**src/rtl/core_lsu_bridge.sv**
```systemverilog
// Load/store bridge: registers one core data access, issues a word-aligned bus
// access with byte enables and replicated store data, returns right-justified loads.
module core_lsu_bridge #(
    parameter int XLEN           = 32,
    parameter int TIMEOUT_CYCLES = 64
) (
    input  logic            i_clk,
    input  logic            i_rst_n,
    input  logic            i_req,
    input  logic [XLEN-1:0] i_addr,
    input  logic [XLEN-1:0] i_wr_data,
    input  logic [1:0]      i_size,
    input  logic            i_wr_en,
    output logic [XLEN-1:0] o_rd_data,
    output logic            o_ack,
    output logic            o_err,
    output logic            o_misaligned,
    output logic [XLEN-1:0] o_bus_addr,
    output logic [XLEN-1:0] o_bus_wdata,
    output logic [3:0]      o_bus_be,
    output logic            o_bus_we,
    output logic            o_bus_req,
    input  logic            i_bus_gnt,
    input  logic            i_bus_rvalid,
    input  logic [XLEN-1:0] i_bus_rdata,
    input  logic            i_bus_err
);
    // state | meaning
    // IDLE  | waiting for a core request (ignored while o_ack is high)
    // ADDR  | bus request held until grant
    // RESP  | read granted, waiting for rvalid
    // ERR   | misaligned/reserved-size ack cycle, no bus activity
    typedef enum logic [1:0] {ST_IDLE, ST_ADDR, ST_RESP, ST_ERR} state_t;

    localparam int               CNT_W    = $clog2(TIMEOUT_CYCLES + 1);
    localparam logic [CNT_W-1:0] CNT_LAST = CNT_W'(TIMEOUT_CYCLES - 1);

    state_t           state_q, state_d;
    logic [CNT_W-1:0] cnt_q, cnt_d;
    logic [1:0]       size_q, size_d;
    logic [1:0]       off_q, off_d;

    logic [XLEN-1:0]  rd_data_d, bus_addr_d, bus_wdata_d;
    logic [3:0]       bus_be_d;
    logic             bus_we_d, bus_req_d, ack_d, err_d, mis_d;

    logic             req_misaligned;
    logic [3:0]       req_be;
    logic [XLEN-1:0]  req_wdata;
    logic [XLEN-1:0]  rd_shift, rd_fmt;
    logic             timeout;

    always_comb begin
        req_misaligned = 1'b0;
        req_be         = 4'b1111;
        req_wdata      = i_wr_data;
        case (i_size)
            2'd0: begin
                req_be    = 4'b0001 << i_addr[1:0];
                req_wdata = {4{i_wr_data[7:0]}};
            end
            2'd1: begin
                req_misaligned = i_addr[0];
                req_be         = i_addr[1] ? 4'b1100 : 4'b0011;
                req_wdata      = {2{i_wr_data[15:0]}};
            end
            2'd2: req_misaligned = (i_addr[1:0] != 2'b00);
            default: req_misaligned = 1'b1;
        endcase
    end

    // Loads are shifted down by the latched byte offset, then zero-filled to size.
    always_comb begin
        rd_shift = i_bus_rdata >> {off_q, 3'b000};
        case (size_q)
            2'd0:    rd_fmt = {{(XLEN-8){1'b0}}, rd_shift[7:0]};
            2'd1:    rd_fmt = {{(XLEN-16){1'b0}}, rd_shift[15:0]};
            default: rd_fmt = rd_shift;
        endcase
    end

    assign timeout = (cnt_q >= CNT_LAST);

    always_ff @(posedge i_clk or negedge i_rst_n) begin
        if (!i_rst_n) begin
            state_q <= ST_IDLE;
            cnt_q   <= '0;
        end else begin
            state_q <= state_d;
            cnt_q   <= cnt_d;
        end
    end

    always_comb begin
        state_d     = state_q;
        cnt_d       = cnt_q + CNT_W'(1);
        size_d      = size_q;
        off_d       = off_q;
        rd_data_d   = o_rd_data;
        bus_addr_d  = o_bus_addr;
        bus_wdata_d = o_bus_wdata;
        bus_be_d    = o_bus_be;
        bus_we_d    = o_bus_we;
        ack_d       = 1'b0;
        err_d       = 1'b0;
        mis_d       = 1'b0;

        case (state_q)
            ST_IDLE: begin
                if (i_req && !o_ack) begin
                    if (req_misaligned) begin
                        state_d   = ST_ERR;
                        ack_d     = 1'b1;
                        err_d     = 1'b1;
                        mis_d     = 1'b1;
                        rd_data_d = '0;
                    end else begin
                        state_d     = ST_ADDR;
                        size_d      = i_size;
                        off_d       = i_addr[1:0];
                        bus_addr_d  = {i_addr[XLEN-1:2], 2'b00};
                        bus_wdata_d = req_wdata;
                        bus_be_d    = req_be;
                        bus_we_d    = i_wr_en;
                    end
                end
            end
            // A handshake in the final cycle wins over the timeout.
            ST_ADDR: begin
                if (i_bus_gnt) begin
                    if (o_bus_we) begin
                        state_d = ST_IDLE;
                        ack_d   = 1'b1;
                    end else begin
                        state_d = ST_RESP;
                    end
                end else if (timeout) begin
                    state_d   = ST_IDLE;
                    ack_d     = 1'b1;
                    err_d     = 1'b1;
                    rd_data_d = '0;
                end
            end
            ST_RESP: begin
                if (i_bus_rvalid) begin
                    state_d   = ST_IDLE;
                    ack_d     = 1'b1;
                    err_d     = i_bus_err;
                    rd_data_d = i_bus_err ? '0 : rd_fmt;
                end else if (timeout) begin
                    state_d   = ST_IDLE;
                    ack_d     = 1'b1;
                    err_d     = 1'b1;
                    rd_data_d = '0;
                end
            end
            default: state_d = ST_IDLE;
        endcase

        if (state_q == ST_IDLE || (state_d != ST_ADDR && state_d != ST_RESP)) begin
            cnt_d = '0;
        end
        bus_req_d = (state_d == ST_ADDR);
    end

    always_ff @(posedge i_clk or negedge i_rst_n) begin
        if (!i_rst_n) begin
            size_q       <= '0;
            off_q        <= '0;
            o_rd_data    <= '0;
            o_ack        <= 1'b0;
            o_err        <= 1'b0;
            o_misaligned <= 1'b0;
            o_bus_addr   <= '0;
            o_bus_wdata  <= '0;
            o_bus_be     <= '0;
            o_bus_we     <= 1'b0;
            o_bus_req    <= 1'b0;
        end else begin
            size_q       <= size_d;
            off_q        <= off_d;
            o_rd_data    <= rd_data_d;
            o_ack        <= ack_d;
            o_err        <= err_d;
            o_misaligned <= mis_d;
            o_bus_addr   <= bus_addr_d;
            o_bus_wdata  <= bus_wdata_d;
            o_bus_be     <= bus_be_d;
            o_bus_we     <= bus_we_d;
            o_bus_req    <= bus_req_d;
        end
    end

endmodule

```
**config.mk**
```make
export PLATFORM = sky130hd
export DESIGN_NAME = core_lsu_bridge
export DESIGN_NICKNAME = d
export VERILOG_FILES = /design/src/rtl/core_lsu_bridge.sv
export SDC_FILE = /design/constraint.sdc
export NUM_CORES = 1
export LEC_CHECK = 0
export ABC_AREA = 1
export ABC_CLOCK_PERIOD_IN_PS = 5700
export BUFFER_PORTS_ARGS = -buffer_cell sky130_fd_sc_hd__buf_2
export CAP_MARGIN = 25
export CORE_ASPECT_RATIO = 0.9
export CORE_UTILIZATION = 30
export DETAILED_ROUTE_END_ITERATION = 16
export GPL_ROUTABILITY_DRIVEN = 0
export GPL_TIMING_DRIVEN = 0
export MAX_ROUTING_LAYER = met4
export PLACE_DENSITY = 0.64
export SLEW_MARGIN = 0
export SYNTH_ARGS = -nofsm -noshare
export SYNTH_HDL_FRONTEND = slang
export SYNTH_SLANG_ARGS = --single-unit
export TNS_END_PERCENT = 100
```
**constraint.sdc**
```tcl
create_clock -name i_clk -period 5.7 [get_ports i_clk]
set_input_delay 0.285 -clock i_clk [delete_from_list [all_inputs] [get_ports i_clk]]
set_output_delay 0.285 -clock i_clk [all_outputs]
set_load 0.03 [all_outputs]
```
==> flow_metrics.py, run 1 <==
metrics = {
    "run_status": {
        "status": "finished clean",
    },
    "sta": {
        "drv_slew": 0,
        "fin_crit_ns": 2.52,
        "rsz0062_at_grt": "false",
        "setup-tns-final_ns": 0,
        "hold_viol_final": 0,
        "min_period_over_period": 0.443,
        "slew_headroom": 0.553,
        "finalWorstSetupSlack_ns": 3.18,
        "tightest_slew_ns": 0.668,
        "clock.fmax_mhz": 396,
        "final-setup-viol-count": 0,
        "clock_skew_ns": 0.0105,
    },
    "clock_tree": {
        "path_clk_slew_ns": 0.06,
        "clock_sinks": 116,
        "ctsResizeCount": 0,
        "cts.path.max_buffers": 2,
        "cts_tree": "built",
        "cts_setup_buffers": 0,
        "clk_latency_ns": 0.41,
        "hold_buffers": 1,
        "cts_buffers": 17,
        "cts-root-buf": "clkbuf_16",
        "htreeDepth": 4,
    },
    "power": {
        "power_mw": 4.24,
        "p_leak_nw": 4.40,
        "p_per_area_nw_per_um2": 551,
        "ir_drop_uv": 271,
    },
    "floorplan": {
        "start_util": 0.308,
        "core_area_sq_um": 18400,
        "die_w_microns": 147,
        "io_pins": 210,
        "die_area_sq_um": 19400,
        "rows": 47,
        "die_h_microns": 132,
    },
    "worst_setup_path": {
        "cp_top_family": "simple AND/OR/NAND/NOR gates",
        "worst_path_largest_cell_delay_ns": 0.39,
        "crit_fanout": 7,
        "cp_cell_sequence": "ha_1 > nand3_1 > nor2_1 > nor2_1 > nand3_1 > nand2_1 > nand2_1 > nand2_1 > nand2_1 > ha_1 > or2_2 > clkbuf_1 > o21bai_1 > nor2_1",
        "cpMaxStageDelayCell": "dfrtp_1",
        "startpoint_type": "flop",
        "crit_buf_inv": 1,
        "required_ns": 6.04,
        "worstPathArrival_ns": 2.86,
        "r2r-start": "cnt_q[0]",
        "crit_start": "cnt_q[0]",
        "path_class": "flop to flop",
        "crit_path_end_kind": "flop",
        "crit_top_cell": "nand2_1",
    },
    "final_layout": {
        "final-seq-area_sq_um": 2900,
        "finalNetCount": 1062,
        "fill_cells": 1862,
        "drive_above_1_share": 0.299,
        "post-route-util": 0.418,
        "multi_input_area_sq_um": 2430,
        "final_cell_mix": "nand2_1, buf_2, dfrtp_1",
        "design_area_sq_um": 7700,
        "final_common_cell": "nand2_1",
        "syn_to_final_growth_pct": 36.0,
    },
    "detailed_routing": {
        "firstDrtPassIters": 4,
        "vias": 5620,
        "via_per_inst": 4.65,
        "ant_nets": 0,
        "wl_per_cell_microns": 14.9,
        "drt_wl_total_mm": 18.0,
        "drt_iter0_markers": 260,
        "drc": 0,
    },
    "synth": {
        "netlist_area_sq_um": 5660,
        "synth_cell_types": 34,
        "syn_inst": 722,
        "ys_seq_area_frac": 0.513,
        "avgSynthCellArea_sq_um": 7.84,
        "async_reset_ff_frac": 1.00,
        "ys.warnings.count": 0,
        "synth-main-ff-cell": "dfrtp_1",
        "synth_edf_count": 0,
        "synth-seq-cells": 116,
    },
    "hold_path": {
        "hold_class": "input port to flop",
        "worstHoldStart": "i_addr[12]",
    },
    "placed_design": {
        "port_buffers": 207,
        "dpl_worst_slack_ns": 3.20,
        "dpl_cell_area_sq_um": 7040,
        "post-dp-hpwl_mm": 13.1,
    },
    "global_route": {
        "track_usage": 0.195,
        "grt_max_degree": 93,
        "grt_pass1_vias": 5449,
        "grt_pass1_wl_mm": 28.6,
        "antenna_found_initial": 1,
        "globalRouteOverflowTotal": 0,
    },
    "flow_run": {
        "cap_viol_max_count": 0,
    },
}
-- registers in the layout (all words and copies together) (netlist names) --
signal	flops
state_q	2
cnt_q	7
off_q	2
o_ack	1
o_bus_we	1
o_bus_be	4
o_bus_wdata	32
o_bus_addr	30
o_err	1
o_misaligned	1
o_bus_req	1
o_rd_data	32
size_q	2
-- layer usage --
layer / global-route usage / wire length [microns] / part of all wire
met5: - / 0 / 0
met4: 0.0544 / 229 / 0.013
met3: 0.0637 / 1530 / 0.085
met2: 0.294 / 8270 / 0.46
met1: 0.249 / 8010 / 0.44
-- tightest hold or removal path, delay by kind of cell --
kind | cells | cell delay (ns)
buf+inv | 1 | 0.08
simple gates | 2 | 0.09
-- cell type report --
cell class,count,share of cell area
Antenna cell,1,0.000325
Buffer,40,0.0292
Clock buffer,21,0.0611
Clock inverter,9,0.0229
Inverter,28,0.0140
Multi-Input combinational cell,539,0.315
Sequential cell,116,0.377
Tap cell,245,0.0398
Timing Repair Buffer,209,0.140
-- through the flow --
step / hold slack (ns) / cells
detailed placement: 0.159 / 1176
floorplan: -0.0106 / 723
global route: 0.0470 / 1208
global placement: 0.450 / 1175
finish: 0.0734 / 1208
CTS: 0.0555 / 1207
-- Yosys cell counts (2+ instances only) --
master | instances | area [sq um]
buf_2 | 17 | 85.1
inv_2 | 3 | 11.3
ha_1 | 6 | 75.1
o21ai_1 | 10 | 50.1
nor2_1 | 38 | 143
nand2_1 | 324 | 1220
o211a_1 | 6 | 60.1
nor3_1 | 4 | 20.0
o211ai_1 | 2 | 15.0
a21oi_1 | 28 | 140
a31oi_1 | 10 | 62.6
dfrtp_1 | 116 | 2900
nand2_2 | 12 | 75.1
nand4_1 | 9 | 56.3
nand3_2 | 2 | 20.0
buf_6 | 2 | 22.5
nand3_1 | 45 | 225
o21ai_0 | 29 | 145
buf_4 | 3 | 22.5
or2_2 | 2 | 12.5
clkbuf_1 | 16 | 60.1
nor2_4 | 3 | 33.8
inv_1 | 24 | 90.1
-- cells by family (layout without fill, tap and decap cells) --
kind of cell / count (synthesis) / count (layout) / synth area share
xor gates and xnor gates: 2 / 2 / 0.00310
buffers and inverters: 68 / 307 / 0.0588
DFF: 116 / 116 / 0.513
other: 1 / 3 / 0.000662
AOI/OAI and AO/OA: 87 / 87 / 0.0864
adders and majority gates: 6 / 6 / 0.0133
and+or+nand+nor: 442 / 442 / 0.325
-- worst paths after layout --
kind / cells after the start / to / slack, ns
hold / removal: 3 / o_bus_addr[12] / 0.07
max in group asynchronous: 3 / o_bus_be[3] / 4.64
hold reg to reg: 1 / cnt_q[0] / 0.46
min in group asynchronous: 2 / o_rd_data[26] / 0.31
setup / recovery: 14 / cnt_q[3] / 3.18
setup reg to reg: 14 / cnt_q[3] / 3.18
-- where the power goes --
part / leakage (nW) / switching (mW) / internal, mW
Combinational: 2.57 / 1.28 / 0.532
Clock: 0.315 / 0.378 / 0.805
Sequential: 1.51 / 0.151 / 1.09
No activity file was read; power rests on OpenSTA's default activity.
==> inputs of run 2 (changes only) <==
- ABC_CLOCK_PERIOD_IN_PS: 5700 -> 2200
- PLACE_DENSITY: 0.64 -> 0.66
- clock period: 5.7 -> 2.2 ns (I/O delays scaled with it)
==> run 2 against run 1 <==
Flip-flop and latch count stayed put. Clock skew hardly changed. Via count is 5.7% higher. Die area stayed put. Global-route usage is 1.3 points higher. Sequential power grew to 2.6 times the previous value. Hold slack worse by 0.043 ns. Register-to-register slack worse by 3.1 ns. Cell area is 8.1% higher. First-iteration DRC count is 16% higher. Critical path depth is 3 lower. Clock power is 140% higher. Critical path type unchanged. Critical endpoint unchanged.
==> flow_metrics.py, run 2 (same netlist as run 1, synthesis figures left out) <==
metrics = {
    "final_layout": {
        "design_area_sq_um": 8330,
        "finalNetCount": 1124,
        "fill_cells": 1818,
        "final_cell_mix": "nand2_1, buf_2, dfrtp_1",
        "final_cell_count_no_fill": 1271,
        "antenna_cells": 0,
        "final_common_cell": "nand2_1",
        "drive_above_1_share": 0.305,
        "syn_to_final_growth_pct": 47.1,
        "reg_top3": "o_bus_wdata (32), o_rd_data (32), o_bus_addr (30)",
    },
    "worst_setup_path": {
        "startpoint_type": "flop",
        "worstPathArrival_ns": 2.49,
        "required_ns": 2.55,
        "r2r_setup_slack_ns": 0.06,
        "crit_buf_inv": 2,
        "crit_path_end_kind": "flop",
        "cp_cell_sequence": "inv_2 > ha_2 > inv_2 > or2_4 > nand2_2 > nand3_2 > a21oi_2 > ha_4 > or2_4 > o21bai_1 > nor2_1",
        "path_depth": 11,
        "path_class": "flop to flop",
        "crit_path_end": "cnt_q[3]",
        "crit_start": "state_q[1]",
        "cpMaxStageDelayCell": "dfrtp_1",
        "r2r-start": "state_q[1]",
        "worst_path_largest_cell_delay_ns": 0.39,
        "cp_top_family": "simple AND/OR/NAND/NOR gates",
        "r2r-end": "cnt_q[3]",
        "crit_fanout": 7,
        "r2r_cells": 11,
    },
    "detailed_routing": {
        "drt_iter0_markers": 301,
        "firstDrtPassIters": 4,
        "drt_wl_total_mm": 19.1,
        "wl_per_cell_microns": 15.0,
        "wl_met2_mm": 8.98,
        "highest_layer": "met4",
        "vias": 5939,
        "drc": 0,
        "wl_met1_mm": 8.26,
        "via_per_inst": 4.67,
        "ant_nets": 0,
        "dr_wl_met3_mm": 1.41,
    },
    "sta": {
        "min_period_over_period": 0.971,
        "tightest_slew_ns": 0.667,
        "fin_crit_ns": 2.14,
        "final-setup-viol-count": 0,
        "slew_headroom": 0.553,
        "clock_skew_ns": 0.0106,
        "clock.fmax_mhz": 468,
        "drv_slew": 0,
        "whs_ns": 0.0309,
        "rsz0062_at_grt": "true",
        "hold_viol_final": 0,
    },
    "global_route": {
        "grt_max_degree": 96,
        "globalRouteOverflowTotal": 0,
        "grt_pass1_vias": 5895,
        "track_usage": 0.207,
        "grt_pass1_wl_mm": 30.2,
        "antenna_found_initial": 0,
    },
    "clock_tree": {
        "cts.path.max_buffers": 2,
        "cts_tree": "built",
        "clock_sinks": 116,
        "cts-root-buf": "clkbuf_16",
        "cts_buffers": 17,
        "clk_latency_ns": 0.42,
        "htreeDepth": 4,
        "path_clk_slew_ns": 0.06,
    },
    "placed_design": {
        "port_buffers": 207,
        "dpl_cell_area_sq_um": 7060,
        "post-dp-hpwl_mm": 13.2,
        "dp_cells": 1176,
    },
    "floorplan": {
        "die_area_sq_um": 19400,
        "die_h_microns": 132,
        "core_area_sq_um": 18400,
        "start_util": 0.308,
        "die_w_microns": 147,
        "io_pins": 210,
        "rows": 47,
    },
    "power": {
        "power.share.clock": 0.253,
        "seqPwrFrac": 0.294,
        "switching_share": 0.446,
        "p_leak_nw": 4.62,
        "ir_drop_uv": 737,
        "power.internal_mw": 6.08,
        "combPwrFrac": 0.452,
        "power.switching_mw": 4.89,
        "p_per_area_nw_per_um2": 1320,
    },
    "flow_run": {
        "cap_viol_max_count": 0,
    },
    "hold_path": {
        "hold_class": "input port to flop",
    },
    "run_status": {
        "status": "finished clean",
    },
}
run 2: through the flow:
| stage | setup slack [ns] | util | TNS [ns] | power [mW] |
|---|---|---|---|---|
| after floorplan | 0.0162 | - | 0 | 6.50 |
| after global placement | -0.517 | 0.382 | -59.10 | 7.93 |
| after detailed placement | -0.193 | 0.384 | -0.642 | 8.00 |
| after CTS | 0.0606 | 0.449 | 0 | 10.9 |
| after global routing | -0.0680 | 0.452 | -0.0877 | 11.6 |
| final | 0.0648 | 0.452 | 0 | 11.0 |
run 2: worst min path at each step:
| stage | from | endpoint | slack [ns] | depth (start not counted) |
|---|---|---|---|---|
| detailed placement | i_rst_n | o_rd_data[27] | -0.03 | 1 |
| global placement | i_addr[21] | o_bus_addr[21] | 0.31 | 3 |
| CTS | i_wr_data[31] | o_bus_wdata[31] | 0.003 | 3 |
| global route | i_wr_data[14] | o_bus_wdata[14] | 0.03 | 3 |
| floorplan | i_rst_n | cnt_q[0] | -0.19 | 0 |
| finish | i_wr_data[14] | o_bus_wdata[14] | 0.03 | 3 |
run 2: power groups by stage:
stage | clock network [mW] | registers, mW | logic [mW]
6_report | 2.78 | 3.23 | 4.96
5_1_grt | 2.95 | 3.31 | 5.38
4_1_cts | 2.86 | 3.23 | 4.83
3_5_place_dp | 0 | 3.24 | 4.76
3_3_place_gp | 0 | 3.23 | 4.69
2_1_floorplan | 0 | 4.44 | 2.06
run 2: repair_timing:
item,4_1_cts,5_1_grt
gates resized for setup,6,9
endpoints found under the setup margin,7,4
hold buffers,58,0
buffers inserted,3,3
hold endpoints to repair,173,0
pin swaps,4,5
run 2: worst min-delay path: stages:
cell and delay (ns):
buf_2 0.10, a21oi_1 0.06, o21ai_0 0.14
run 2: final cells by class:
cell class	count	area (sq um)	area share
inverter	28	108	0.0129
tap	245	307	0.0368
timing repair buffer	272	1700	0.204
sequential	116	2900	0.349
multi-input combinational	539	2500	0.300
clock inverter	14	155	0.0186
buffer	39	221	0.0266
clock buffer	18	439	0.0528
run 2: per-layer routing:
metal  vias to the layer above  track usage
li1                       2897            -
met1                      2750        0.258
met2                       261        0.325
met3                        31       0.0491
met4                         0       0.0793
met5                         -            -
